==> config.mk <==
export PLATFORM = sky130hd
export DESIGN_NAME = fifo_pkt_reader_flat
export DESIGN_NICKNAME = d
export VERILOG_FILES = /design/src/rtl/fifo_pkt_reader_pkg.sv /design/src/rtl/fifo_pkt_reader_if.sv /design/src/rtl/fifo_pkt_reader_skid_buf.sv /design/src/rtl/fifo_pkt_reader.sv /design/src/flat_wrapper.sv
export SDC_FILE = /design/constraint.sdc
export NUM_CORES = 1
export LEC_CHECK = 0
export CORE_MARGIN = 10
export CORE_UTILIZATION = 60
export CTS_CLUSTER_DIAMETER = 200
export CTS_CLUSTER_SIZE = 30
export DETAILED_ROUTE_END_ITERATION = 7
export PLACE_DENSITY = 0.92
export SLEW_MARGIN = 25
export SYNTH_ARGS = -nofsm -noshare
export SYNTH_HDL_FRONTEND = slang
export SYNTH_SLANG_ARGS = --single-unit
==> constraint.sdc <==
create_clock -name i_clk -period 5.15 [get_ports i_clk]
set_input_delay 1.03 -clock i_clk [delete_from_list [all_inputs] [get_ports i_clk]]
set_output_delay 1.03 -clock i_clk [all_outputs]
set_load 0.05 [all_outputs]
==> src/rtl/fifo_pkt_reader_pkg.sv <==
// Shared constants and types for the router output-port packet reader.
package router_pkg;
  localparam int DW          = 8;
  localparam int LEN_MSB     = 7;
  localparam int LEN_LSB     = 2;
  localparam int ADDR_MSB    = 1;
  localparam int LEN_W       = LEN_MSB - LEN_LSB + 1;
  localparam int TIMEOUT_DEF = 30;

  typedef enum logic [1:0] {
    IDLE     = 2'd0,
    HDR_WAIT = 2'd1,
    BODY     = 2'd2
  } rd_state_t;

  typedef struct packed {
    logic [DW-1:0] data;
    logic          first;
    logic          last;
  } buf_entry_t;

  // Bytes still to fetch after the header: payload plus the trailing parity byte.
  function automatic logic [LEN_W:0] hdr_span(input logic [LEN_W-1:0] len);
    return {1'b0, len} + {{LEN_W{1'b0}}, 1'b1};
  endfunction
endpackage

==> src/rtl/fifo_pkt_reader_if.sv <==
// Handshake bundle between the reader, its output FIFO and the destination port.
interface fifo_pkt_reader_if;
  import router_pkg::*;

  logic          fifo_empty;
  logic [DW-1:0] fifo_dout;
  logic          fifo_re;
  logic          fifo_sft;
  logic [DW-1:0] out_data;
  logic          out_valid;
  logic          out_first;
  logic          out_last;
  logic          out_ready;

  modport master (
    input  fifo_empty, fifo_dout, out_ready,
    output fifo_re, fifo_sft, out_data, out_valid, out_first, out_last
  );

  modport slave (
    output fifo_empty, fifo_dout, out_ready,
    input  fifo_re, fifo_sft, out_data, out_valid, out_first, out_last
  );
endinterface

==> src/rtl/fifo_pkt_reader_skid_buf.sv <==
// Two-entry tagged output buffer; head is zeroed while empty so idle outputs read 0.
module pkt_skid_buf
  import router_pkg::*;
(
  input  logic       i_clk,
  input  logic       i_rst,
  input  logic       i_flush,
  input  logic       i_push,
  input  buf_entry_t i_din,
  input  logic       i_pop,
  output buf_entry_t o_head,
  output logic       o_valid,
  output logic [1:0] o_count
);
  buf_entry_t r_mem [2];
  logic       r_wr_ptr;
  logic       r_rd_ptr;
  logic [1:0] r_count;
  logic       w_push;
  logic       w_pop;

  assign w_pop  = i_pop & (r_count != 2'd0);
  assign w_push = i_push & ((r_count != 2'd2) | w_pop);

  always_ff @(posedge i_clk) begin
    if (i_rst || i_flush) begin
      r_wr_ptr <= 1'b0;
      r_rd_ptr <= 1'b0;
      r_count  <= 2'd0;
    end else begin
      if (w_push) begin
        r_mem[r_wr_ptr] <= i_din;
        r_wr_ptr        <= ~r_wr_ptr;
      end
      if (w_pop) r_rd_ptr <= ~r_rd_ptr;
      r_count <= r_count + {1'b0, w_push} - {1'b0, w_pop};
    end
  end

  assign o_valid = (r_count != 2'd0);
  assign o_head  = o_valid ? r_mem[r_rd_ptr] : '0;
  assign o_count = r_count;
endmodule

==> src/rtl/fifo_pkt_reader.sv <==
// Read-side master of a router output FIFO: reframes bytes into packets, checks parity,
// and soft-resets the FIFO when the destination stalls too long.
//   state    | meaning
//   IDLE     | free to issue the next header read
//   HDR_WAIT | header read in flight, length not yet known
//   BODY     | issuing payload and parity reads
module fifo_pkt_reader
  import router_pkg::*;
#(
  parameter int TIMEOUT = TIMEOUT_DEF
) (
  input  logic                     i_clk,
  input  logic                     i_rst,
  fifo_pkt_reader_if.master        bus,
  output logic                     o_parity_err,
  output logic                     o_busy
);
  localparam int SW = $clog2(TIMEOUT + 1);
  localparam logic [LEN_W:0] REM_ONE = {{LEN_W{1'b0}}, 1'b1};

  rd_state_t      r_state;
  rd_state_t      w_next_state;
  logic           r_inflight;
  logic           r_infl_hdr;
  logic           r_infl_last;
  logic [LEN_W:0] r_remaining;
  logic [DW-1:0]  r_acc;
  logic [SW-1:0]  r_stall;
  logic           r_parity_err;

  buf_entry_t     w_head;
  buf_entry_t     w_din;
  logic           w_head_valid;
  logic [1:0]     w_occ;
  logic [2:0]     w_level;
  logic           w_pop;
  logic           w_stall;
  logic           w_flush;
  logic           w_push;
  logic           w_credit;
  logic           w_can_read;
  logic           w_issue;
  logic           w_issue_hdr;
  logic           w_issue_last;

  assign w_pop      = w_head_valid & bus.out_ready;
  assign w_stall    = w_head_valid & ~bus.out_ready;
  assign w_flush    = ~i_rst & w_stall & (r_stall == SW'(TIMEOUT - 1));
  assign w_push     = r_inflight & ~w_flush;
  // Credit counts buffered plus in-flight bytes after this cycle's pop.
  assign w_level    = {1'b0, w_occ} + {2'b00, r_inflight} - {2'b00, w_pop};
  assign w_credit   = (w_level < 3'd2);
  assign w_can_read = ~i_rst & ~w_flush & ~bus.fifo_empty & w_credit;

  assign w_din = '{data: bus.fifo_dout, first: r_infl_hdr, last: r_infl_last};

  pkt_skid_buf u_buf (
    .i_clk   (i_clk),
    .i_rst   (i_rst),
    .i_flush (w_flush),
    .i_push  (w_push),
    .i_din   (w_din),
    .i_pop   (w_pop),
    .o_head  (w_head),
    .o_valid (w_head_valid),
    .o_count (w_occ)
  );

  always_ff @(posedge i_clk) begin
    if (i_rst || w_flush) r_state <= IDLE;
    else                  r_state <= w_next_state;
  end

  always_comb begin
    w_next_state = r_state;
    case (r_state)
      IDLE:     if (w_can_read) w_next_state = HDR_WAIT;
      HDR_WAIT: if (r_inflight) w_next_state = BODY;
      BODY:     if (w_can_read && (r_remaining == REM_ONE)) w_next_state = IDLE;
      default:  w_next_state = IDLE;
    endcase
  end

  always_comb begin
    w_issue      = 1'b0;
    w_issue_hdr  = 1'b0;
    w_issue_last = 1'b0;
    case (r_state)
      IDLE: begin
        w_issue     = w_can_read;
        w_issue_hdr = w_can_read;
      end
      BODY: begin
        w_issue      = w_can_read & (r_remaining != '0);
        w_issue_last = w_can_read & (r_remaining == REM_ONE);
      end
      default: ;
    endcase
  end

  always_ff @(posedge i_clk) begin
    if (i_rst || w_flush) begin
      r_inflight  <= 1'b0;
      r_infl_hdr  <= 1'b0;
      r_infl_last <= 1'b0;
      r_remaining <= '0;
      r_acc       <= '0;
    end else begin
      r_inflight  <= w_issue;
      r_infl_hdr  <= w_issue_hdr;
      r_infl_last <= w_issue_last;
      if (r_inflight && r_infl_hdr) begin
        r_remaining <= hdr_span(bus.fifo_dout[LEN_MSB:LEN_LSB]);
        r_acc       <= bus.fifo_dout;
      end else begin
        if (w_issue && !w_issue_hdr) r_remaining <= r_remaining - REM_ONE;
        if (r_inflight && !r_infl_last) r_acc <= r_acc ^ bus.fifo_dout;
      end
    end
  end

  always_ff @(posedge i_clk) begin
    if (i_rst) r_parity_err <= 1'b0;
    else       r_parity_err <= w_push & r_infl_last & (bus.fifo_dout != r_acc);
  end

  always_ff @(posedge i_clk) begin
    if (i_rst || w_flush || !w_stall) r_stall <= '0;
    else                              r_stall <= r_stall + SW'(1);
  end

  assign bus.fifo_re   = w_issue;
  assign bus.fifo_sft  = w_flush;
  assign bus.out_data  = w_head.data;
  assign bus.out_valid = w_head_valid;
  assign bus.out_first = w_head.first;
  assign bus.out_last  = w_head.last;
  assign o_parity_err  = r_parity_err;
  assign o_busy        = (r_state != IDLE) | w_head_valid | r_inflight;
endmodule

==> src/flat_wrapper.sv <==
// flat-port wrapper written by rule: the top's interface ports become plain ports
module fifo_pkt_reader_flat import router_pkg::*;
#(
  parameter int TIMEOUT = TIMEOUT_DEF
)
  (i_clk, i_rst, o_parity_err, o_busy, bus_fifo_empty, bus_fifo_dout, bus_out_ready, bus_fifo_re, bus_fifo_sft, bus_out_data, bus_out_valid, bus_out_first, bus_out_last);
  fifo_pkt_reader_if bus_i ();
  input  logic i_clk;
  input  logic i_rst;
  output logic o_parity_err;
  output logic o_busy;
  input wire logic [$bits(bus_i.fifo_empty)-1:0] bus_fifo_empty;
  input wire logic [$bits(bus_i.fifo_dout)-1:0] bus_fifo_dout;
  input wire logic [$bits(bus_i.out_ready)-1:0] bus_out_ready;
  output wire logic [$bits(bus_i.fifo_re)-1:0] bus_fifo_re;
  output wire logic [$bits(bus_i.fifo_sft)-1:0] bus_fifo_sft;
  output wire logic [$bits(bus_i.out_data)-1:0] bus_out_data;
  output wire logic [$bits(bus_i.out_valid)-1:0] bus_out_valid;
  output wire logic [$bits(bus_i.out_first)-1:0] bus_out_first;
  output wire logic [$bits(bus_i.out_last)-1:0] bus_out_last;
  assign bus_i.fifo_empty = bus_fifo_empty;
  assign bus_i.fifo_dout = bus_fifo_dout;
  assign bus_i.out_ready = bus_out_ready;
  assign bus_fifo_re = bus_i.fifo_re;
  assign bus_fifo_sft = bus_i.fifo_sft;
  assign bus_out_data = bus_i.out_data;
  assign bus_out_valid = bus_i.out_valid;
  assign bus_out_first = bus_i.out_first;
  assign bus_out_last = bus_i.out_last;
  fifo_pkt_reader #(.TIMEOUT(TIMEOUT)) u_core (.i_clk(i_clk), .i_rst(i_rst), .bus(bus_i), .o_parity_err(o_parity_err), .o_busy(o_busy));
endmodule
### Word-level counts from Yosys, hierarchy flattened

Memories as Yosys holds them, arrays and structs flattened. A register that Yosys moved wholly into a read port is not among the register bits.
Cells that the tools add are included.

| storage, ports and cells | value |
|---|---|
| register bits | 30 |
| memory bits (writable) | 20 |
| input port bits | 12 |
| output and inout port bits | 15 |
| word-level logic and storage cells | 87 |
| memories kept | 1 |

| cells by class | value |
|---|---|
| $add $sub $neg | 7 |
| $lt $le $gt $ge | 1 |
| equal/unequal tests | 9 |
| multiplexer cells | 16 |
| bitwise gates (word level) | 25 |
| reductions and logical operators | 17 |

Memory list:

| memory | words | bits a word | rd ports | clocked after memory_dff | write ports | line | text |
|---|---|---|---|---|---|---|---|
| u_core.u_buf.r_mem | 2 | 10 | 1 | 1 | 1 | fifo_pkt_reader_skid_buf.sv:15 | `buf_entry_t r_mem [2];` |

Operators with widths:

| operator | count |
|---|---|
| $mux W8 | 2 |
| $and A1 B1 Y1 | 14 |
| $mux W7 | 2 |
| $mux W10 | 1 |
| $ne A8 B8 Y1 | 1 |
| $reduce_bool A2 Y1 | 4 |
| $xor A8 B8 Y8 | 1 |
| $add A6 B1 Y7 const B | 1 |
| $eq A7 B1 Y1 const B | 1 |
| $not A1 Y1 | 7 |
| $reduce_bool A7 Y1 | 1 |
| $sub A7 B1 Y7 const B | 1 |
| $mux W1 | 6 |
| $mux W2 | 3 |
| $ne A2 B1 Y1 const B | 3 |
| $pmux W2 S3 | 1 |
| $add A5 B1 Y5 const B | 1 |
| $eq A5 B5 Y1 const B | 1 |
| $logic_and A1 B1 Y1 | 4 |
| $add A2 B1 Y3 | 1 |
| $logic_not A1 Y1 | 3 |
| $lt A3 B2 Y1 const B | 1 |
| $or A1 B1 Y1 | 3 |
| $reduce_and A3 Y1 | 1 |
| 10 further kinds | 11 |

### Depth between registers and ports, before layout

| depth | value |
|---|---|
| depth after elaboration | 13 |
| gate-level depth with buffers | 12 |
| gate-level depth less buffers | 12 |

### Hierarchy

Synthesis repeated with hierarchy kept, for this count alone.

| unflattened totals | value |
|---|---|
| cells, all modules | 274 |
| area total of the unflattened synthesis | 2,666.3 um^2 |

Modules (own cells, without submodules):

| module | instances | cells each | area each (um^2) | sequential area each (um^2) |
|---|---|---|---|---|
| fifo_pkt_reader | 1 | 201 | 1,605.3 | 520.5 |
| pkt_skid_buf | 1 | 73 | 1,061.0 | 700.7 |

### Least setup slack after synthesis

Ideal clock, no wire load.

| timing path | value |
|---|---|
| path type | input port to output port |
| start | in bus_out_ready |
| end | out bus_fifo_re |
| arrival | 3,842 ps |
| data required time | 4,120 ps |
| slack | 278 ps |
| cell stages on the path | 9 |
| buffers on the path | 0 |
| path through | nand2_1 -> inv_1 -> ha_1 -> nand2b_1 -> fa_1 -> xnor2_1 -> nand3b_1 -> or2_2 -> a211oi_1 |

| on the way | value |
|---|---|
| cells in the longest elaborated chain, start to end | 10 |
| elaborated cells on any way between the ends | 13 |
| those cells by class | add/sub (1); order compare (1); mux (1); bitwise (10) |

RTL lines:

| item | line | text |
|---|---|---|
| start: declaration | flat_wrapper.sv:14 | `input wire logic [$bits(bus_i.out_ready)-1:0] bus_out_ready;` |
| parallel branches: the longest is 7 deep, another holds $sub A3 B1 Y3 | n/a |  |
| $and A1 B1 Y1 (*) | fifo_pkt_reader.sv:53 | `assign w_can_read = ~i_rst & ~w_flush & ~bus.fifo_empty & w_credit;` |
| $and A1 B1 Y1 | fifo_pkt_reader.sv:94 | `w_issue = w_can_read & (r_remaining != '0);` |
| $pmux W1 S2 (*) | fifo_pkt_reader.sv:88 | `case (r_state)` |
| end: declaration | flat_wrapper.sv:15 | `output wire logic [$bits(bus_i.fifo_re)-1:0] bus_fifo_re;` |

Mark *: on every way between the ends.

### Final worst setup path

Ends and elaborated chain as after synthesis.

==> results.md <==
- Drc violations: 0
- Cts hold-fix bufs: 0
- Vias: 1939
- WP data required: 4.12 ns
- Dominant synthesized flop cell: dfxtp_1
- Final worst-path cycle share: 92.6%
- Post-synthesis simple-gate area fraction: 18.5%
- Critical path's slowest cell: clkdlybuf4s50_1
- R2r startpoint: u_core.u_buf.o_count[1]$_SDFF_PP0_
- Period minus WS final: 4.77 ns
- WL per Instance: 15.9 um
- Largest net degree at the start of global routing: 33
- Mapped cell area: 2590 um2
- Cell Pwr Density: 529 nW/um2
- Final Net Count: 304
- Fraction of the mapped netlist area in adder cells: 4.64%
- Hold_ws: 0.504 ns
- RSZ-0062 raised after global routing: false
- Final hold vios: 0
- Row cnt: 23
- Unique cell type count in the Yosys netlist: 43
- Initial DRC count: 188
- Hold Crit Class: reg -> reg
- Fmax: 0.210 GHz
- DPL Wire Length: 3790 um
- Clock tree root buffer cell: clkbuf_8
- Starting Density: 63.3%
- Max-cap violations: 0
- Drt total wl: 5320 um
- Worst Tran Pin Value: 0.834 ns
- Max clock buf depth: 2
- Final Setup Violations: 0
- Vias in the first global route: 1868
- Final setup TNS: 0 ns
- Clock Skew: 0.00686 ns
- Crit end category: output pin
- Share of cells above drive strength 1: 8.80%
- Synth Area in XOR/XNOR: 8.47%
- TritonCTS buffer count: 5
- Hold wc startpoint: u_core.r_stall[0]$_SDFF_PP0_
- Status: completed
- I/O pin cnt: 27
- Slew headroom: 44.2%
- Die area: 7340 um2
- Routed Antenna Nets: 0
- Fraction of synthesized area in multiplexers: 3.87%
- Lkg Pwr: 1.03 nW
- WP data arrival: 3.74 ns
- Die width: 85.7 um
- Post-layout util: 73.0%
- Clk Latency, worst-skew pair: 0.31 ns
- Post-CTS Resized: 0
- Crit path max-delay family: simple AND/OR/NAND/NOR gates
- Initial antenna violation count: 0
- # diodes: 0
- Ys Warns: 0
- Clk pin slew, worst setup/hold paths: 0.09 ns
- Die H: 85.7 um
- Setup crit start kind: input pin
- Post-synth EDFFs: 20
- Avg Cell Area, Syn: 9.95 um2
- Largest family of logic cells by synthesized area: simple AND/OR/NAND/NOR gates
- Max IR drop VDD: 0.348 mV
- CP Launch Point: bus_out_ready
- Worst Path Buf+Inv: 3
- Gate Count Post-Synth: 260
- CTS tree: built
- Layout area overhead: 15.3%
- H-tree depth: 2
- First-pass GRT wire length: 9030 um
- Grt total ovfl: 0
- Core Area: 4090 um2
- Async SR Flop Fraction: 0%
- Crit Path Class: in -> out
- Post-CTS setup buffers: 0
- Synth Register Bits: 51
- Synth Area in Compound Gates: 13.0%
- Crit-path cells: clkdlybuf4s50_1 > nand2_1 > inv_1 > ha_1 > nand2b_1 > fa_1 > xnor2_1 > nand3b_1 > or2_2 > a211oi_1 > buf_12
- Total Routing Usage GR: 15.0%
- Net count after synthesis: 281
- Mean number of vias per cell: 5.81
- Post-synthesis sequential area ratio: 47.2%
- Drt first pass iters: 4
- CP peak stage delay: 0.42 ns
- Largest fanout on the critical path: 4
- Port Buffers: 26
- Slew Limit Fails: 0
- CTS Sinks: 51
- Final RePlAce weighted congestion: 0.903
==> power breakdown <==
group | switching [mW] | internal [mW] | leakage [nW] | total [mW]
combinational | 0.481 | 0.279 | 0.546 | 0.760
clock | 0.133 | 0.110 | 0.0474 | 0.242
sequential | 0.0899 | 0.487 | 0.434 | 0.576
==> logic make-up after synthesis <==
| group | count (synthesis) |
|---|---|
| buf+inv | 25 |
| fa+ha+maj | 9 |
| mux | 10 |
| xor+xnor | 25 |
| compound gates | 52 |
| flops | 51 |
| simple gates | 88 |
==> cells in the mapped netlist, drive strengths merged (9+ instances only) <==
cell | instances | area share, %
xor2 | 13 | 4.4
o21ai | 11 | 2.1
nor4 | 9 | 3.5
dfxtp | 31 | 24
a21oi | 19 | 3.7
xnor2 | 12 | 4.1
nor2 | 40 | 6.1
inv | 12 | 1.7
edfxtp | 20 | 23
mux2i | 10 | 3.9
==> worst paths after layout <==
kind | end | slack (ns) | depth (start not counted)
hold / removal | u_core.r_stall[0]$_SDFF_PP0_ | 0.50 | 1
hold reg to reg | u_core.r_stall[0]$_SDFF_PP0_ | 0.50 | 1
setup / recovery | bus_fifo_re | 0.38 | 11
setup reg to reg | u_core.r_remaining[1]$_SDFFE_PP0P_ | 1.93 | 12
==> final cells by class <==
class / count / area, um2
well taps: 50 / 62.6
repair buffers: 29 / 293
clock buffers: 6 / 82.6
flip-flops and latches: 51 / 1220
inverters: 12 / 45.0
fillers: 283 / 1100
multi-input cells: 184 / 1260
clock inverters: 2 / 16.3
==> flip-flops by register name, indices dropped and copies added (netlist names), named ones only <==
| name | cells |
|---|---|
| u_core.o_parity_err | 1 |
| u_core.r_acc | 8 |
| u_core.r_infl_hdr | 1 |
| u_core.r_infl_last | 1 |
| u_core.r_inflight | 1 |
| u_core.r_remaining | 7 |
| u_core.r_stall | 5 |
| u_core.r_state | 2 |
| u_core.u_buf.o_count | 2 |
| u_core.u_buf.r_mem | 20 |
| u_core.u_buf.r_rd_ptr | 1 |
| u_core.u_buf.r_wr_ptr | 1 |
==> cell usage in the layout (no fill, tap or decap), types with 3 or more instances in the layout <==
cell type and count:
dfxtp_1 31, clkdlybuf4s50_1 25, or3_1 4, o211ai_1 8, xnor2_1 12, ha_1 8, edfxtp_1 20, buf_4 3
xor2_1 13, o21ai_0 11, nand2_1 7, a21oi_1 19, or4_1 3, nor2_1 39, nor4_1 5, inv_1 12
nand2b_1 3, mux2i_1 10, clkbuf_8 6, nor4_2 3, a211oi_2 3, nand3_1 7, a211oi_1 4, nor3_1 3
==> routing by layer <==
metal  part of all wire (%)  global-route usage [%]
met1                     45                    18.4
met2                     49                    24.3
met5                      0                       0
met4                    1.7                    5.54
met3                    4.3                    4.45
==> per-stage QoR <==
step	power [mW]	instances	cell area, um2	setup slack [ns]
floorplan	1.12	260	2590	0.278
finish	1.58	334	2980	0.381
CTS	1.59	334	2980	0.357
global placement	1.32	326	2880	0.429
global route	1.68	334	2980	0.147
detailed placement	1.35	326	2880	0.356
No activity file was read; power rests on OpenSTA's default activity.
